==> src/rtl/fifo_pkg.sv <==
// Shared definitions for the FIFO write-side blocks: word width, arbiter FSM states
// and the owner-index width helper.
package fifo_pkg;

    localparam int DATA_W = 8;

    typedef enum logic [0:0] {
        IDLE  = 1'b0,
        GRANT = 1'b1
    } arb_state_t;

    // Index width for an N-entry vector; never collapses to zero bits.
    function automatic int idx_width(input int n);
        return (n > 1) ? $clog2(n) : 1;
    endfunction

endpackage

==> src/rtl/rr_arb_pick.sv <==
// Round-robin winner search from start_i upward with wrap; purely combinational,
// zero latency, no backpressure (caller decides when the result is used).
module rr_arb_pick #(
    parameter int N_REQ = 4,
    parameter int IDX_W = 2
) (
    input  logic [N_REQ-1:0] req_i,
    input  logic [IDX_W-1:0] start_i,
    output logic             found_o,
    output logic [IDX_W-1:0] winner_o
);

    logic [IDX_W:0] cand;

    always_comb begin
        found_o  = 1'b0;
        winner_o = '0;
        cand     = '0;
        for (int k = 0; k < N_REQ; k++) begin
            cand = {1'b0, start_i} + (IDX_W+1)'(k);
            if (cand >= (IDX_W+1)'(N_REQ)) begin
                cand = cand - (IDX_W+1)'(N_REQ);
            end
            if (!found_o && req_i[cand[IDX_W-1:0]]) begin
                found_o  = 1'b1;
                winner_o = cand[IDX_W-1:0];
            end
        end
    end

endmodule

==> src/rtl/fifo_rr_wr_arbiter.sv <==
// Round-robin write arbiter sharing one FIFO write port; first write one cycle after a request
// is seen in IDLE, bursts of up to MAX_BURST words; fifo_full stalls the grant in place.
module fifo_rr_wr_arbiter #(
    parameter int N_REQ     = 4,
    parameter int DATA_W    = fifo_pkg::DATA_W,
    parameter int MAX_BURST = 4
) (
    input  logic                      clk,
    input  logic                      rst,
    input  logic [N_REQ-1:0]          req,
    input  logic [N_REQ*DATA_W-1:0]   req_data,
    output logic [N_REQ-1:0]          req_ack,
    input  logic                      fifo_full,
    output logic                      fifo_wr_en,
    output logic [DATA_W-1:0]         fifo_d_in,
    output logic [$clog2(N_REQ)-1:0]  owner,
    output logic                      busy
);

    import fifo_pkg::*;

    localparam int IDX_W  = idx_width(N_REQ);
    localparam int BCNT_W = $clog2(MAX_BURST + 1);
    localparam logic [IDX_W-1:0]  LAST_IDX  = IDX_W'(N_REQ - 1);
    localparam logic [BCNT_W-1:0] LAST_BEAT = BCNT_W'(MAX_BURST - 1);

    arb_state_t        state_q, state_d;
    logic [IDX_W-1:0]  owner_q, owner_d;
    logic [IDX_W-1:0]  last_owner_q, last_owner_d;
    logic [BCNT_W-1:0] beat_q, beat_d;

    logic              owner_req;
    logic              xfer;
    logic              release_grant;
    logic [IDX_W-1:0]  pick_base;
    logic [IDX_W-1:0]  pick_start;
    logic              pick_found;
    logic [IDX_W-1:0]  pick_winner;

    assign owner_req = req[owner_q];

    // Gating with rst keeps a pending word unwritten while reset is being applied.
    assign xfer = rst && (state_q == GRANT) && owner_req && !fifo_full;

    assign release_grant = (state_q == GRANT) &&
                           (!owner_req || (xfer && (beat_q == LAST_BEAT)));

    // On release the outgoing owner becomes last_owner, so both paths search from base+1.
    assign pick_base  = (state_q == GRANT) ? owner_q : last_owner_q;
    assign pick_start = (pick_base == LAST_IDX) ? '0 : pick_base + IDX_W'(1);

    rr_arb_pick #(
        .N_REQ (N_REQ),
        .IDX_W (IDX_W)
    ) u_pick (
        .req_i    (req),
        .start_i  (pick_start),
        .found_o  (pick_found),
        .winner_o (pick_winner)
    );

    always_comb begin
        state_d      = state_q;
        owner_d      = owner_q;
        last_owner_d = last_owner_q;
        beat_d       = beat_q;
        case (state_q)
            IDLE: begin
                if (pick_found) begin
                    state_d = GRANT;
                    owner_d = pick_winner;
                    beat_d  = '0;
                end
            end
            GRANT: begin
                if (release_grant) begin
                    last_owner_d = owner_q;
                    beat_d       = '0;
                    if (pick_found) begin
                        owner_d = pick_winner;
                    end else begin
                        state_d = IDLE;
                    end
                end else if (xfer) begin
                    beat_d = beat_q + BCNT_W'(1);
                end
            end
            default: state_d = IDLE;
        endcase
    end

    always_ff @(posedge clk) begin
        if (!rst) begin
            state_q      <= IDLE;
            owner_q      <= '0;
            last_owner_q <= LAST_IDX;
            beat_q       <= '0;
        end else begin
            state_q      <= state_d;
            owner_q      <= owner_d;
            last_owner_q <= last_owner_d;
            beat_q       <= beat_d;
        end
    end

    always_comb begin
        fifo_d_in = '0;
        for (int i = 0; i < N_REQ; i++) begin
            if (owner_q == IDX_W'(i)) begin
                fifo_d_in = req_data[i*DATA_W +: DATA_W];
            end
        end
    end

    assign fifo_wr_en = xfer;
    assign req_ack    = xfer ? (N_REQ'(1) << owner_q) : '0;
    assign owner      = owner_q;
    assign busy       = (state_q == GRANT);

    always_ff @(posedge clk) begin
        if (rst) begin
            assert ($onehot0(req_ack));
            assert (beat_q <= LAST_BEAT);
        end
    end

endmodule

==> config.mk <==
export PLATFORM = sky130hd
export DESIGN_NAME = fifo_rr_wr_arbiter
export DESIGN_NICKNAME = d
export VERILOG_FILES = /design/src/rtl/fifo_pkg.sv /design/src/rtl/rr_arb_pick.sv /design/src/rtl/fifo_rr_wr_arbiter.sv
export SDC_FILE = /design/constraint.sdc
export NUM_CORES = 1
export LEC_CHECK = 0
export CORE_AREA = 2 2 50 52
export DETAILED_ROUTE_END_ITERATION = 10
export DIE_AREA = 0 0 52 54
export PLACE_DENSITY = 0.81
export SYNTH_ARGS = -nofsm -noshare
export SYNTH_HDL_FRONTEND = slang
export SYNTH_SLANG_ARGS = --single-unit
==> constraint.sdc <==
create_clock -name clk -period 5.72 [get_ports clk]
set_input_delay 1.43 -clock clk [delete_from_list [all_inputs] [get_ports clk]]
set_output_delay 1.43 -clock clk [all_outputs]
set_load 0.01 [all_outputs]
==> metrics.yaml, run 1 <==
avgSynthCellArea_sq_um: 10.3
postLayoutCellArea_sq_um: 1360
worst-path-max-fanout: 8
synth_fp_nets: 119
fp.dieW_microns: 52
grt_pass1_vias: 750
portBuffers: 54
antenna_found_initial: 0
viasPerCell: 5.40
setup_violations: 0
status: "finished clean"
wirelength_mm: 2.40
synth_area_sq_um: 806
cts_tree: "built"
wl_per_cell_microns: 15.2
cts.sink_count: 8
initialDrtViolationCount: 11
synth_top_area_frac: 0.252
area_growth_syn_to_layout_pct: 68.9
dr.pass1.iters: 4
rows: 18
synthTopCellsByArea: "mux4_2, dfxtp_1, mux2i_1"
synth_cell_type_count: 39
ys.flop_type: "dfxtp_1"
drtAntennaViolNets: 0
grt_overflow: 0
power_density_nw_per_um2: 192
final-hold-violation-count: 0
tightest_slew_ps: 896
slew_viol_final: 0
remaining_drc_errors: 0
critPathLaunchType: "input port"
timing.final.ws_setup_ps: 817
cellLeakagePower_nw: 0.483
finalCriticalPeriod_ps: 4900
ys_ff_latch: 8
ys_seq_area_frac: 0.199
grt_pass1_wl_mm: 3.51
synth_edf_count: 0
hpwl_mm: 2.00
pin_count: 55
path_clk_slew_ps: 50
place_area_sq_um: 1340
arrival_ps: 3470
clockRootBuffer: "clkbuf_4"
cp_slowest_cell: "mux4_2"
dp_slack_ps: 824
clockBufferDepth: 2
drive_gt1_frac: 0.133
cpMostUsedCell: "clkdlybuf4s50_1"
timing.fmax_ghz: 0.204
min_period_over_period: 0.857
final_nets: 171
cts_setup_buffers: 0
maxCapViolCount: 0
grt_setup_unrepaired: "false"
synthArstFlopShare: 0
post_cts_resized: 0
tns_ps: 0
worstSkewPairLatency_ps: 270
end_kind: "output port"
grt_max_degree: 19
critPathMaxStageDelay_ps: 600
critical_path_buf_inv_count: 2
core_area_sq_um: 2320
cpLargestDelayFamily: "buffers and inverters"
cts_hold_buf: 0
track_usage: 0.174
netlist_instances: 78
dieArea_sq_um: 2810
holdWs_ps: 477
die_h_microns: 54
vias: 853
required_ps: 4290
antenna_cells: 0
skew_ps: 4.84
crit_chain: "clkdlybuf4s50_1 -> mux4_2 -> and3_1 -> nor3b_1 -> clkdlybuf4s50_1"
relSlewSlack: 0.397
path_class: "input port to output port"
yosysWarnings: 0
ir_drop_mv: 0.115
gp_congestion: 0.765
start_util: 0.347
hp-class: "register to register"
cts_buffers: 3
yosysTopAreaCell: "mux4_2"
htreeDepth: 1
-- layout by cell type (no fill, tap or decap), types with 2 or more instances in the layout --
cell type | Yosys | final
clkdlybuf4s50_1 | 0 | 54
mux4_2 | 9 | 9
nand2_1 | 8 | 8
dfxtp_1 | 8 | 8
inv_1 | 5 | 5
mux2i_1 | 4 | 4
nor2b_1 | 3 | 3
clkbuf_4 | 0 | 3
and3_1 | 2 | 2
nor2_1 | 2 | 2
nand3b_1 | 2 | 2
a21boi_0 | 2 | 2
o21ai_0 | 2 | 2
ha_1 | 2 | 2
-- flip-flops by register name, indices dropped and copies added, names as in the netlist --
signal,flops
owner,2
busy,1
last_owner_q,2
beat_q,3
-- where the power goes --
group,internal [mW],total (mW),leakage (nW),switching (mW)
clock network,0.0241,0.0455,0.0138,0.0214
registers,0.0612,0.0799,0.0659,0.0187
logic,0.0914,0.136,0.403,0.0448
total,0.177,0.262,0.483,0.0848
-- routing by layer --
layer | wire, microns | share of wire | GRT usage | vias to the layer above
met5 | 0 | 0 | 0 | -
met4 | 46 | 0.019 | 0.0789 | 0
met3 | 261 | 0.11 | 0.0556 | 5
met2 | 1230 | 0.51 | 0.333 | 48
met1 | 863 | 0.36 | 0.168 | 397
li1 | - | - | - | 403
-- worst reg2reg max path: cells and delay by family (launching register included) --
kind            cells  cell delay, ps
flops               1             870
simple gates        1              70
mux                 2             910
compound gates      1             290
-- layout make-up --
class / count / area [sq um]
inverter: 5 / 18.8
timing repair buffer: 54 / 541
sequential: 8 / 160
fill: 202 / 958
multi-input combinational: 58 / 582
tap: 30 / 37.5
clock buffer: 3 / 22.5
-- worst paths after layout --
kind | startpoint | to | slack [ps] | depth (start not counted)
setup / recovery | req[3] | req_ack[0] | 820 | 5
hold / removal | beat_q[1] | beat_q[1] | 480 | 2
setup reg to reg | owner[0] | last_owner_q[0] | 3450 | 4
hold reg to reg | beat_q[1] | beat_q[1] | 480 | 2
-- logic make-up after synthesis --
logic type      share of synthesized area
simple gates                        0.162
compound gates                      0.175
mux                                 0.343
buf+inv                            0.0792
flops                               0.199
fa+ha+maj                          0.0311
xor+xnor                           0.0109
-- per-stage QoR --
step	total power [mW]	std cells	util
detailed placement	0.218	155	0.577
finish	0.262	158	0.587
global placement	0.215	155	0.577
global route	0.276	158	0.587
CTS	0.263	158	0.587
floorplan	0.154	78	-
-- Yosys cell counts, drive strengths merged (2+ instances only) --
library cell,instances
mux4,9
dfxtp,8
nand2,8
inv,5
mux2i,5
clkbuf,4
buf,3
nor2b,3
a21boi,2
a31oi,2
and3,2
ha,2
nand3b,2
nor2,2
o21ai,2
Note: power is estimated with default switching activity, not from simulation.
==> inputs of run 2 (changes only) <==
--- a/config.mk
+++ b/config.mk
@@ -5,9 +5,11 @@
 export SDC_FILE = /design/constraint.sdc
 export NUM_CORES = 1
 export LEC_CHECK = 0
+export ABC_CLOCK_PERIOD_IN_PS = 5720
 export CORE_AREA = 2 2 50 52
 export DETAILED_ROUTE_END_ITERATION = 10
 export DIE_AREA = 0 0 52 54
+export GPL_ROUTABILITY_DRIVEN = 0
 export PLACE_DENSITY = 0.81
 export SYNTH_ARGS = -nofsm -noshare
 export SYNTH_HDL_FRONTEND = slang
==> results of run 2 <==
Same layout as run 1: the final DEF is identical, and so are final timing and power.
